### config.mk
export PLATFORM = sky130hd
export DESIGN_NAME = pwm_fade_ctrl
export DESIGN_NICKNAME = d
export VERILOG_FILES = /design/src/rtl/pwm_fade_ctrl.sv
export SDC_FILE = /design/constraint.sdc
export NUM_CORES = 1
export LEC_CHECK = 0
export ABC_CLOCK_PERIOD_IN_PS = 4400
export CORE_UTILIZATION = 55
export CTS_BUF_LIST = sky130_fd_sc_hd__clkbuf_2
export CTS_CLUSTER_DIAMETER = 30
export DETAILED_ROUTE_END_ITERATION = 10
export PLACE_DENSITY = 0.85
export SETUP_SLACK_MARGIN = 0.1
export SYNTH_ARGS = -nofsm -noshare
export SYNTH_HDL_FRONTEND = slang
export SYNTH_SLANG_ARGS = --single-unit
### constraint.sdc
create_clock -name clk -period 4.4 [get_ports clk]
set_input_delay 0.66 -clock clk [delete_from_list [all_inputs] [get_ports clk]]
set_output_delay 0.66 -clock clk [all_outputs]
set_load 0.01 [all_outputs]
### src/rtl/pwm_fade_ctrl.sv
// Duty-cycle fade sequencer for pwm8: ramps duty toward a commanded target,
// one step per (div+1) PWM frames, with instant jump, abort and done pulse.
module pwm_fade_ctrl #(
    parameter int WIDTH = 8,
    parameter int DIV_W = 8
) (
    input  logic             clk,
    input  logic             rst,
    input  logic             frame_tick,
    input  logic             cmd_valid,
    output logic             cmd_ready,
    input  logic [WIDTH-1:0] cmd_target,
    input  logic [WIDTH-1:0] cmd_step,
    input  logic [DIV_W-1:0] cmd_div,
    input  logic             abort,
    output logic [WIDTH-1:0] duty_out,
    output logic             duty_we,
    output logic             busy,
    output logic             done
);

    typedef enum logic [1:0] {
        S_IDLE = 2'd0,
        S_WAIT = 2'd1,
        S_STEP = 2'd2,
        S_DONE = 2'd3
    } state_t;

    localparam logic [DIV_W-1:0] CNT_ONE = {{(DIV_W-1){1'b0}}, 1'b1};

    state_t           r_state;
    state_t           w_state_nxt;
    logic [WIDTH-1:0] r_cur;
    logic [WIDTH-1:0] r_tgt;
    logic [WIDTH-1:0] r_stp;
    logic [DIV_W-1:0] r_div;
    logic [DIV_W-1:0] r_cnt;
    logic [DIV_W-1:0] w_cnt_nxt;
    logic             r_we;
    logic             r_done;
    logic             r_busy;
    logic [WIDTH:0]   w_sum;
    logic [WIDTH:0]   w_diff;
    logic [WIDTH-1:0] w_nxt;
    logic             w_accept;

    assign cmd_ready = (r_state == S_IDLE) && !rst;
    assign w_accept  = cmd_valid && cmd_ready;
    assign duty_out  = r_cur;
    assign duty_we   = r_we;
    assign busy      = r_busy;
    assign done      = r_done;

    // Next duty value: one step toward the target, clamped so it never overshoots or wraps
    always_comb begin
        w_sum  = {1'b0, r_cur} + {1'b0, r_stp};
        w_diff = {1'b0, r_cur} - {1'b0, r_stp};
        w_nxt  = r_tgt;
        if (r_stp == {WIDTH{1'b0}}) begin
            w_nxt = r_tgt;
        end else if (r_cur < r_tgt) begin
            if (w_sum > {1'b0, r_tgt}) begin
                w_nxt = r_tgt;
            end else begin
                w_nxt = w_sum[WIDTH-1:0];
            end
        end else if (r_cur > r_tgt) begin
            if (w_diff[WIDTH] || (w_diff[WIDTH-1:0] < r_tgt)) begin
                w_nxt = r_tgt;
            end else begin
                w_nxt = w_diff[WIDTH-1:0];
            end
        end else begin
            w_nxt = r_tgt;
        end
    end

    // Next-state and frame-counter logic; the counter is zero whenever WAIT is (re)entered
    always_comb begin
        w_state_nxt = r_state;
        w_cnt_nxt   = {DIV_W{1'b0}};
        case (r_state)
            S_IDLE: begin
                if (w_accept) begin
                    if (cmd_target == r_cur) begin
                        w_state_nxt = S_DONE;
                    end else if (cmd_step == {WIDTH{1'b0}}) begin
                        w_state_nxt = S_STEP;
                    end else begin
                        w_state_nxt = S_WAIT;
                    end
                end else begin
                    w_state_nxt = S_IDLE;
                end
            end
            S_WAIT: begin
                if (abort) begin
                    w_state_nxt = S_IDLE;
                end else if (frame_tick && (r_cnt == r_div)) begin
                    w_state_nxt = S_STEP;
                end else begin
                    w_state_nxt = S_WAIT;
                    if (frame_tick) begin
                        w_cnt_nxt = r_cnt + CNT_ONE;
                    end else begin
                        w_cnt_nxt = r_cnt;
                    end
                end
            end
            S_STEP: begin
                if (abort) begin
                    w_state_nxt = S_IDLE;
                end else if (w_nxt == r_tgt) begin
                    w_state_nxt = S_DONE;
                end else begin
                    w_state_nxt = S_WAIT;
                end
            end
            S_DONE: begin
                w_state_nxt = S_IDLE;
            end
            default: begin
                w_state_nxt = S_IDLE;
            end
        endcase
    end

    // State, command latch and registered outputs; abort in STEP suppresses the write
    always_ff @(posedge clk) begin
        if (rst) begin
            r_state <= S_IDLE;
            r_cur   <= {WIDTH{1'b0}};
            r_tgt   <= {WIDTH{1'b0}};
            r_stp   <= {WIDTH{1'b0}};
            r_div   <= {DIV_W{1'b0}};
            r_cnt   <= {DIV_W{1'b0}};
            r_we    <= 1'b0;
            r_done  <= 1'b0;
            r_busy  <= 1'b0;
        end else begin
            r_state <= w_state_nxt;
            r_cnt   <= w_cnt_nxt;
            r_busy  <= (w_state_nxt != S_IDLE);
            r_done  <= (r_state == S_DONE);
            if (w_accept) begin
                r_tgt <= cmd_target;
                r_stp <= cmd_step;
                r_div <= cmd_div;
            end else begin
                r_tgt <= r_tgt;
                r_stp <= r_stp;
                r_div <= r_div;
            end
            if ((r_state == S_STEP) && !abort) begin
                r_cur <= w_nxt;
                r_we  <= 1'b1;
            end else begin
                r_cur <= r_cur;
                r_we  <= 1'b0;
            end
        end
    end

endmodule

==> flow_summary.toml, run 1 <==
[drt]
met3_length_um = 895
met2_length_um = 4510
viasPerCell = 6.41
wl_per_cell_um = 17.7
routed.top_layer = "met4"
vias = 3509
detail-route-antenna-nets = 0
drt_iter0_markers = 449
drt_wl_total_um = 9670
drt_first_pass_iters = 5
wl_met1_um = 4080
drcViolationCount = 0

[clocking]
clock_latency_ns = 0.43
numClockSinks = 45
clkTransAtPathRegs_ns = 0.27
clockBufferDepth = 2
tritoncts = "done"
cts-root-buf = "clkbuf_2"
cts_buffers = 5
cts.htree.levels = 2

[synthesis]
asyncSetResetFlopFracSynth = 0
dominantRegCellSynth = "dfxtp_1"
synth_edf_count = 0
yosysUniqueCellTypes = 56
syn_nets = 498
synth_seq_area_share = 0.258
syn_inst = 427
ys.warnings.count = 0
syn_avg_cell_area_um2 = 8.17
synth_area_mm2 = 0.00349
synth_seq_cells = 45

[global_route]
track_usage = 0.298
antenna_found_initial = 0
grt_pass1_vias = 3219
grt_pass1_wl_um = 15100
grt_max_degree = 39
overflow = 0

[setup_path]
crit_required_ns = 4.75
cpMaxStageDelayCell = "a2111o_1"
cp_data_arrival_time_ns = 4.49
path_cells = "ha_1, fa_1, nor2b_1, o211a_1, a211oi_2, ha_1, a211oi_2, o2bb2ai_1, nor2_1, a2111o_1, o22ai_2, o21ai_1, a221o_1, o41ai_2"
path_class = "reg2reg"
worst_setup_path_start_kind = "register"
cpPeakStageDelay_ns = 0.44
critical_path.max_fanout = 5
worst_setup_path_end_kind = "register"

[cells_and_area]
area_growth_pct = 17.8
nets = 542
antennaDiodeCount = 0
drive_above_1_share = 0.0847

[power_and_ir_drop]
p_int_mw = 0.658
p_sw_mw = 0.410
p_per_area_mw_per_mm2 = 260
worst_ir_drop_vdd_v = 0.000152
power_frac_comb = 0.406
power.leakage_nw = 1.72
clkPwrFrac = 0.176
switching_share = 0.384
p_total_mw = 1.07
seqPwrFrac = 0.418

[placed_design]
gp_congestion = 0.976
portBuffers = 40
hpwl_um = 7450

[sta]
final-setup-viol-count = 0
timing.slew.headroom = 0.545
rsz0062_at_grt = "no"
skew_ns = 0.0267
maxSlewViolCount = 0
clock.fmax_mhz = 241
fin_setup_tns_ns = 0
hold_viol = 0
worstMarginPinSlew_ns = 0.682
min_period_ns = 4.14
period_share = 0.941

[floorplan]
dieArea_mm2 = 0.00667
num_io_pins = 41
coreArea_mm2 = 0.00603
die_w_um = 81.6
start_util = 0.579
die_h_um = 81.6
core.rowCount = 28

[flow_run]
max_cap_violations = 0

[outcome]
status = "finished clean"

[min_path]
hold_path_class = "reg2reg"
cells by family after synthesis:
group                    Yosys count  synth area share
multiplexers                       5            0.0143
flip-flops                        45             0.258
XOR/XNOR                          34            0.0854
AND/OR/NAND/NOR                  138             0.197
AO/OA/AOI/OAI                    114             0.237
buffers and inverters             49            0.0527
adder cells (fa/ha/maj)           42             0.155
layer usage:
metal / vias up / track usage
li1: 1639 / -
met3: 18 / 0.0544
met1: 1681 / 0.383
met5: - / 0
met2: 171 / 0.498
met4: 0 / 0.104
registers in the layout, indices dropped and copies added, names as in the netlist:
name / count
busy: 1
r_div: 8
duty_out: 8
duty_we: 1
r_state: 2
r_tgt: 8
r_stp: 8
r_cnt: 8
done: 1
critical path, delay by kind of cell (launching register included):
kind	cells	cell delay, ns
compound gates	9	2.45
fa+ha+maj	3	0.98
flops	1	0.40
simple gates	2	0.24
metrics by stage:
| step | cell area [um^2] | worst slack (ns) | hold WS, ns | util | instances |
|---|---|---|---|---|---|
| 2_1_floorplan | 3490 | 0.427 | 0.440 | - | 427 |
| 3_3_place_gp | 4020 | 0.224 | 0.451 | 0.667 | 536 |
| 3_5_place_dp | 4020 | 0.122 | 0.466 | 0.667 | 536 |
| 4_1_cts | 4070 | 0.166 | 0.494 | 0.675 | 544 |
| 5_1_grt | 4110 | 0.0915 | 0.525 | 0.682 | 547 |
| 6_report | 4110 | 0.258 | 0.496 | 0.682 | 547 |
timing repair:
item,4_1_cts,5_1_grt
gates resized for setup,1,6
hold buffers,0,0
setup endpoints to repair,1,5
setup buffers,0,3
pin swaps,0,1
endpoints found under the hold margin,0,0
power groups by stage:
stage	Clock (mW)	Combinational [mW]	Sequential, mW
6_report	0.188	0.433	0.447
4_1_cts	0.189	0.414	0.446
2_1_floorplan	0	0.285	0.449
3_3_place_gp	0	0.398	0.453
5_1_grt	0.208	0.466	0.449
3_5_place_dp	0	0.411	0.454
cells in the final DEF, fill, tap and decap left out, types with 11 or more instances in the layout:
cell,instances
a21oi_1,15
buf_4,18
clkdlybuf4s50_1,40
dfxtp_1,43
ha_1,40
inv_1,28
nand2_1,43
nand2b_1,17
nor2_1,25
o21ai_0,20
o31ai_1,15
xnor2_1,23
xor2_1,11
cell usage after synthesis (all sizes together) (3+ instances only):
library cell   n  area share
a211oi         5       0.011
a21o           7       0.015
a21oi         15       0.022
a221o          3      0.0086
a221oi         6       0.015
and3           3      0.0054
buf            3      0.0032
clkbuf        18       0.019
dfxtp         45        0.26
ha            40        0.14
inv           28       0.030
mux2i          5       0.014
nand2         43       0.046
nand2b        17       0.030
nand3          7       0.010
nand4          9       0.016
nor2          25       0.027
nor2b          4      0.0072
nor3           9       0.013
nor3b          3      0.0065
nor4           5      0.0090
o211ai         3      0.0065
o21ai         22       0.032
o221ai         3      0.0075
o22ai          6       0.013
o2bb2ai        3      0.0075
o31ai         15       0.032
or2            4      0.0072
or3            3      0.0054
xnor2         23       0.058
xor2          11       0.028
cell type report:
type,instances,area [um^2]
clock buffers,5,25.0
well taps,75,93.8
repair buffers,58,536
clock inverters,3,21.3
inverters,28,105
flip-flops and latches,45,903
fillers,499,1920
multi-input cells,333,2420
path summary, 6_finish.rpt:
check	slack, ns	end	start	cells past startpoint
setup reg to reg	0.26	r_state[1]	duty_out[0]	14
setup / recovery	0.26	r_state[1]	duty_out[0]	14
hold / removal	0.50	done	r_state[0]	2
hold reg to reg	0.50	done	r_state[0]	2
Power figures use the tool's default switching activity.
==> run 2, diff against run 1 <==
Settings changed: HOLD_SLACK_MARGIN set to 0.02.
==> results of run 2 <==
No change in the layout: final DEF, timing and power equal those of run 1.
